[config.mk]
export PLATFORM = sky130hd
export DESIGN_NAME = fios_result_collector
export DESIGN_NICKNAME = d
export VERILOG_FILES = /design/src/rtl/fios_result_collector.sv
export SDC_FILE = /design/constraint.sdc
export NUM_CORES = 2
export LEC_CHECK = 0
export ABC_AREA = 1
export BUFFER_PORTS_ARGS = -buffer_cell sky130_fd_sc_hd__buf_2
export CORE_MARGIN = 2
export CORE_UTILIZATION = 25
export CTS_CLUSTER_DIAMETER = 40
export DETAILED_ROUTE_END_ITERATION = 6
export PLACE_DENSITY_LB_ADDON = 0.2
export SETUP_SLACK_MARGIN = 0.02
export SLEW_MARGIN = 20
export SYNTH_ARGS = -nofsm -noshare
export SYNTH_HDL_FRONTEND = slang
export SYNTH_SLANG_ARGS = --single-unit
[constraint.sdc]
create_clock -name clock_i -period 58.9 [get_ports clock_i]
set_input_delay 11.78 -clock clock_i [delete_from_list [all_inputs] [get_ports clock_i]]
set_output_delay 11.78 -clock clock_i [all_outputs]
set_load 0.03 [all_outputs]
[src/rtl/fios_result_collector.sv]
// Collects the word-serial Montgomery result from the last FIOS PE, applies the
// final conditional subtraction with a running borrow, and hands the reduced value out.
module fios_result_collector #(
    parameter int unsigned WORD_WIDTH = 17,
    parameter int unsigned WORD_COUNT = 16
) (
    input  logic                             clock_i,
    input  logic                             reset_i,
    input  logic                             start_i,
    input  logic                             word_valid_i,
    input  logic [WORD_WIDTH-1:0]            word_i,
    input  logic [WORD_WIDTH*WORD_COUNT-1:0] p_i,
    output logic [WORD_WIDTH*WORD_COUNT-1:0] result_o,
    output logic                             result_valid_o,
    input  logic                             result_ready_i,
    output logic                             busy_o,
    output logic                             overrun_o
);

    localparam int unsigned RES_W = WORD_WIDTH * WORD_COUNT;
    localparam int unsigned K_W   = $clog2(WORD_COUNT + 1);

    typedef enum logic [1:0] {
        IDLE    = 2'd0,
        COLLECT = 2'd1,
        OUTPUT  = 2'd2
    } state_t;

    state_t                state_q;
    logic [K_W-1:0]        k_q;
    logic                  borrow_q;
    logic [RES_W-1:0]      raw_q;
    logic [RES_W-1:0]      diff_q;

    logic [WORD_WIDTH-1:0] p_word_c;
    logic [WORD_WIDTH:0]   sub_c;
    logic                  last_word_c;
    logic                  sel_diff_c;

    // Modulus word matching the current word index; p_i is held stable by the producer.
    always_comb begin
        p_word_c = '0;
        for (int i = 0; i < int'(WORD_COUNT); i++) begin
            if (k_q == K_W'(i)) begin
                p_word_c = p_i[i*WORD_WIDTH +: WORD_WIDTH];
            end
        end
    end

    // One borrow-chain step, one bit wider than the word so the borrow falls out on top.
    always_comb begin
        sub_c       = {1'b0, word_i} - {1'b0, p_word_c} - (WORD_WIDTH+1)'(borrow_q);
        last_word_c = (k_q == K_W'(WORD_COUNT));
        // Top carry set means R >= 2^RES_W > p; no final borrow means low part >= p.
        sel_diff_c  = word_i[0] | ~borrow_q;
    end

    always_ff @(posedge clock_i or posedge reset_i) begin
        if (reset_i) begin
            state_q        <= IDLE;
            k_q            <= '0;
            borrow_q       <= 1'b0;
            raw_q          <= '0;
            diff_q         <= '0;
            result_o       <= '0;
            result_valid_o <= 1'b0;
            busy_o         <= 1'b0;
            overrun_o      <= 1'b0;
        end else begin
            case (state_q)
                IDLE: begin
                    if (start_i) begin
                        state_q   <= COLLECT;
                        busy_o    <= 1'b1;
                        k_q       <= '0;
                        borrow_q  <= 1'b0;
                        raw_q     <= '0;
                        diff_q    <= '0;
                        overrun_o <= 1'b0;
                    end else if (word_valid_i) begin
                        overrun_o <= 1'b1;
                    end
                end

                COLLECT: begin
                    if (start_i) begin
                        // Restart: any word presented alongside start is discarded.
                        k_q       <= '0;
                        borrow_q  <= 1'b0;
                        raw_q     <= '0;
                        diff_q    <= '0;
                        overrun_o <= 1'b0;
                    end else if (word_valid_i) begin
                        if (last_word_c) begin
                            result_o       <= sel_diff_c ? diff_q : raw_q;
                            result_valid_o <= 1'b1;
                            state_q        <= OUTPUT;
                        end else begin
                            for (int i = 0; i < int'(WORD_COUNT); i++) begin
                                if (k_q == K_W'(i)) begin
                                    raw_q[i*WORD_WIDTH +: WORD_WIDTH]  <= word_i;
                                    diff_q[i*WORD_WIDTH +: WORD_WIDTH] <= sub_c[WORD_WIDTH-1:0];
                                end
                            end
                            borrow_q <= sub_c[WORD_WIDTH];
                            k_q      <= k_q + K_W'(1);
                        end
                    end
                end

                OUTPUT: begin
                    if (word_valid_i) begin
                        overrun_o <= 1'b1;
                    end
                    if (result_ready_i) begin
                        result_valid_o <= 1'b0;
                        if (start_i) begin
                            state_q   <= COLLECT;
                            k_q       <= '0;
                            borrow_q  <= 1'b0;
                            raw_q     <= '0;
                            diff_q    <= '0;
                            overrun_o <= 1'b0;
                        end else begin
                            state_q <= IDLE;
                            busy_o  <= 1'b0;
                        end
                    end
                end

                default: begin
                    state_q        <= IDLE;
                    busy_o         <= 1'b0;
                    result_valid_o <= 1'b0;
                end
            endcase
        end
    end

endmodule

==> results.txt <==
Longest Clk Path Bufs: 3
nature of the critical path endpoint: flip-flop
Tot GR Track Use: 19.1%
overall die width: 396 um
Hold Fails Final Rpt: 0
largest net degree at the start of global routing: 245
Post-synth EDFFs: 0
area grow syn2layout: 26.2%
Worst path max stage delay: 0.45 ns
Starting Density: 25.2%
# setup viols final: 0
post-CTS resize count: 0
clk sinks: 827
Async SR Flop Fraction: 100%
Synth top cells by count: 1396 x nand2_1, 827 x dfrtp_1, 774 x o21ai_0
worst rel slew slack: 25.2%
gpl congestion: 0.949
DP HPWL: 100000 um
Worst setup SP type: input port
CTS Hold Bufs: 0
Top FF cell, synth: dfrtp_1
Area contributors post-synth: dfrtp_1 54%, nand2_1 14%, o21ai_0 10%
RSZ-0062 raised after global routing: no
area of the multi-input gates: 0.0150 mm2
clock latency on the worst-skew pair: 0.78 ns
Setup CP Type: in2reg
CP arrival: 16.75 ns
status: finished, final reports clean
fin util: 31.8%
CTS tree: done
Syn Area/Cell: 8.67 um2
Critical Path Source: p_i[0]
layout cells sized above 1: 24.2%
R2R Setup Slk: 52.13 ns
post-synthesis cell area: 0.0385 mm2
unique cell type count in the Yosys netlist: 40
Clk Tree Root Cell: clkbuf_16
DRC: 0
Worst Reg-to-Reg Cells: 40
die area: 0.157 mm2
CP max stage cell: fa_1
final max-slew violation count: 0
H-Tree Depth: 4
Power Density: 52.6 mW/mm2
fin crit share: 27.3%
reg2reg start: k_q[0]
Avg WL per Cell: 21.2 um
Core ar.: 0.152 mm2
Synth top area share: 53.8%
worst setup path end: diff_q[50]
Port Buffer Count: 568
nets@finish: 5274
FP Rows: 143
post-synthesis net count: 4772
Post-CTS Setup Bufs: 0
IO Pins: 569
Vias: 31700
VDD IR-drop max: 0.0327 mV
antenna-violating nets left: 0
Clock Skew: 0.0425 ns
register area share after synthesis: 53.8%
LEAKAGE: 23.9 nW
DR vias/cell: 4.47
initial antenna violation count: 31
clock slew at reported path FFs: 0.05 ns
post-synth top area cell: dfrtp_1
Chip Height: 396 um
critical path peak fanout: 16
Period minus WS final: 16.09 ns
area occupied by registers: 0.0207 mm2
fillers: 16200
maxcap violations: 0
Cells after Synth: 4435
worst hold path stage count: 2
global-route wire length before repair: 219000 um
Yosys reg bits: 827
Worst path most repeated cell: nand2_1
total CTS buffers: 136
reg2reg end: diff_q[50]
Final TNS setup: 0 ns
drt first pass iters: 5
total gr overflow: 0
worst hold path type: reg2reg
vias in the first global route: 30800
most frequent cell after synthesis: nand2_1
WL final: 151000 um
worst slew pin tran: 1.12 ns
top achievable clock speed: 0.0622 GHz
DRT iter0 DRCs: 2937
Synth Warn #: 0
Critical Path RT: 59.56 ns
registers in the layout (all words and copies together), names as in the netlist:
name / flops
state_q: 2
result_o: 272
overrun_o: 1
result_valid_o: 1
raw_q: 272
k_q: 5
busy_o: 1
borrow_q: 1
diff_q: 272
area by class of cell:
| class | instances | area share [%] |
|---|---|---|
| Timing Repair Buffer | 635 | 7.19 |
| Clock buffer | 183 | 8.02 |
| Clock inverter | 64 | 2.07 |
| Multi-Input combinational cell | 2844 | 30.9 |
| Antenna cell | 24 | 0.124 |
| Tap cell | 2030 | 5.23 |
| Sequential cell | 827 | 42.6 |
| Inverter | 493 | 3.83 |
through the flow:
stage	cell area (um2)	instances	hold WS [ns]	power [mW]	setup WS [ns]
after floorplan	38500	4435	0.437	1.33	23.89
final	48500	7100	0.464	2.55	42.81
after global routing	48500	7094	0.475	2.72	42.17
after detailed placement	43500	6827	0.453	1.72	42.10
after CTS	48400	7074	0.465	2.58	42.92
after global placement	43400	6824	0.448	1.71	42.07
worst max-delay path: cells and delay by family:
| kind | cells | cell delay (ns) |
|---|---|---|
| and+or+nand+nor | 25 | 2.35 |
| AOI/OAI and AO/OA | 6 | 1.21 |
| adders and majority gates | 3 | 1.08 |
| buffers and inverters | 4 | 0.30 |
worst min-delay path by stage:
| stage | startpoint | end | slack (ns) |
|---|---|---|---|
| 2_1_floorplan | raw_q[137] | raw_q[137] | 0.44 |
| 3_3_place_gp | raw_q[38] | raw_q[38] | 0.45 |
| 3_5_place_dp | raw_q[141] | raw_q[141] | 0.45 |
| 4_1_cts | raw_q[141] | raw_q[141] | 0.47 |
| 5_1_grt | raw_q[141] | raw_q[141] | 0.47 |
| 6_report | raw_q[140] | raw_q[140] | 0.46 |
cell usage in the layout (no fill, tap or decap), types with 3 or more instances in the layout:
cell,n
clkinv_16,5
nor2_4,23
diode_2,24
or2_2,24
nand3b_1,6
dfrtp_1,827
o21ai_0,767
inv_16,5
nor3_1,6
nor2_1,52
buf_2,568
nand4_1,16
clkbuf_16,138
buf_12,3
inv_2,22
buf_4,58
a21oi_1,45
ha_1,41
clkinv_2,7
mux2_2,243
buf_16,5
o211ai_1,9
clkinv_4,5
a21oi_4,18
nand3_1,121
nor2_2,3
inv_1,467
clkbuf_1,18
clkinv_1,3
clkinvlp_4,14
clkbuf_8,27
o21bai_1,6
nand2_2,7
o21ai_4,9
o21ai_1,10
nand2_1,1393
bufinv_16,15
inv_6,12
o21a_1,30
per-layer routing:
| layer | vias up | track usage (%) | share of wire, % |
|---|---|---|---|
| met5 | - | 0 | 0 |
| met4 | 0 | 5.80 | 2.1 |
| met3 | 187 | 3.43 | 5.3 |
| met2 | 926 | 28.6 | 44 |
| met1 | 15400 | 27.8 | 48 |
| li1 | 15200 | - | - |
cells by family after synthesis:
group,count (synthesis),synth area share [%]
adders and majority gates,43,1.44
xor gates and xnor gates,1,0.0228
AOI/OAI and AO/OA,901,12.5
DFF,827,53.8
muxes,243,7.11
buffers and inverters,764,8.00
and+or+nand+nor,1656,17.1
where the power goes:
| part | internal [mW] | switching, mW | total (mW) |
|---|---|---|---|
| logic | 0.232 | 0.701 | 0.932 |
| registers | 0.712 | 0.0597 | 0.772 |
| clock network | 0.538 | 0.309 | 0.846 |
Note: power is estimated with default switching activity, not from simulation.
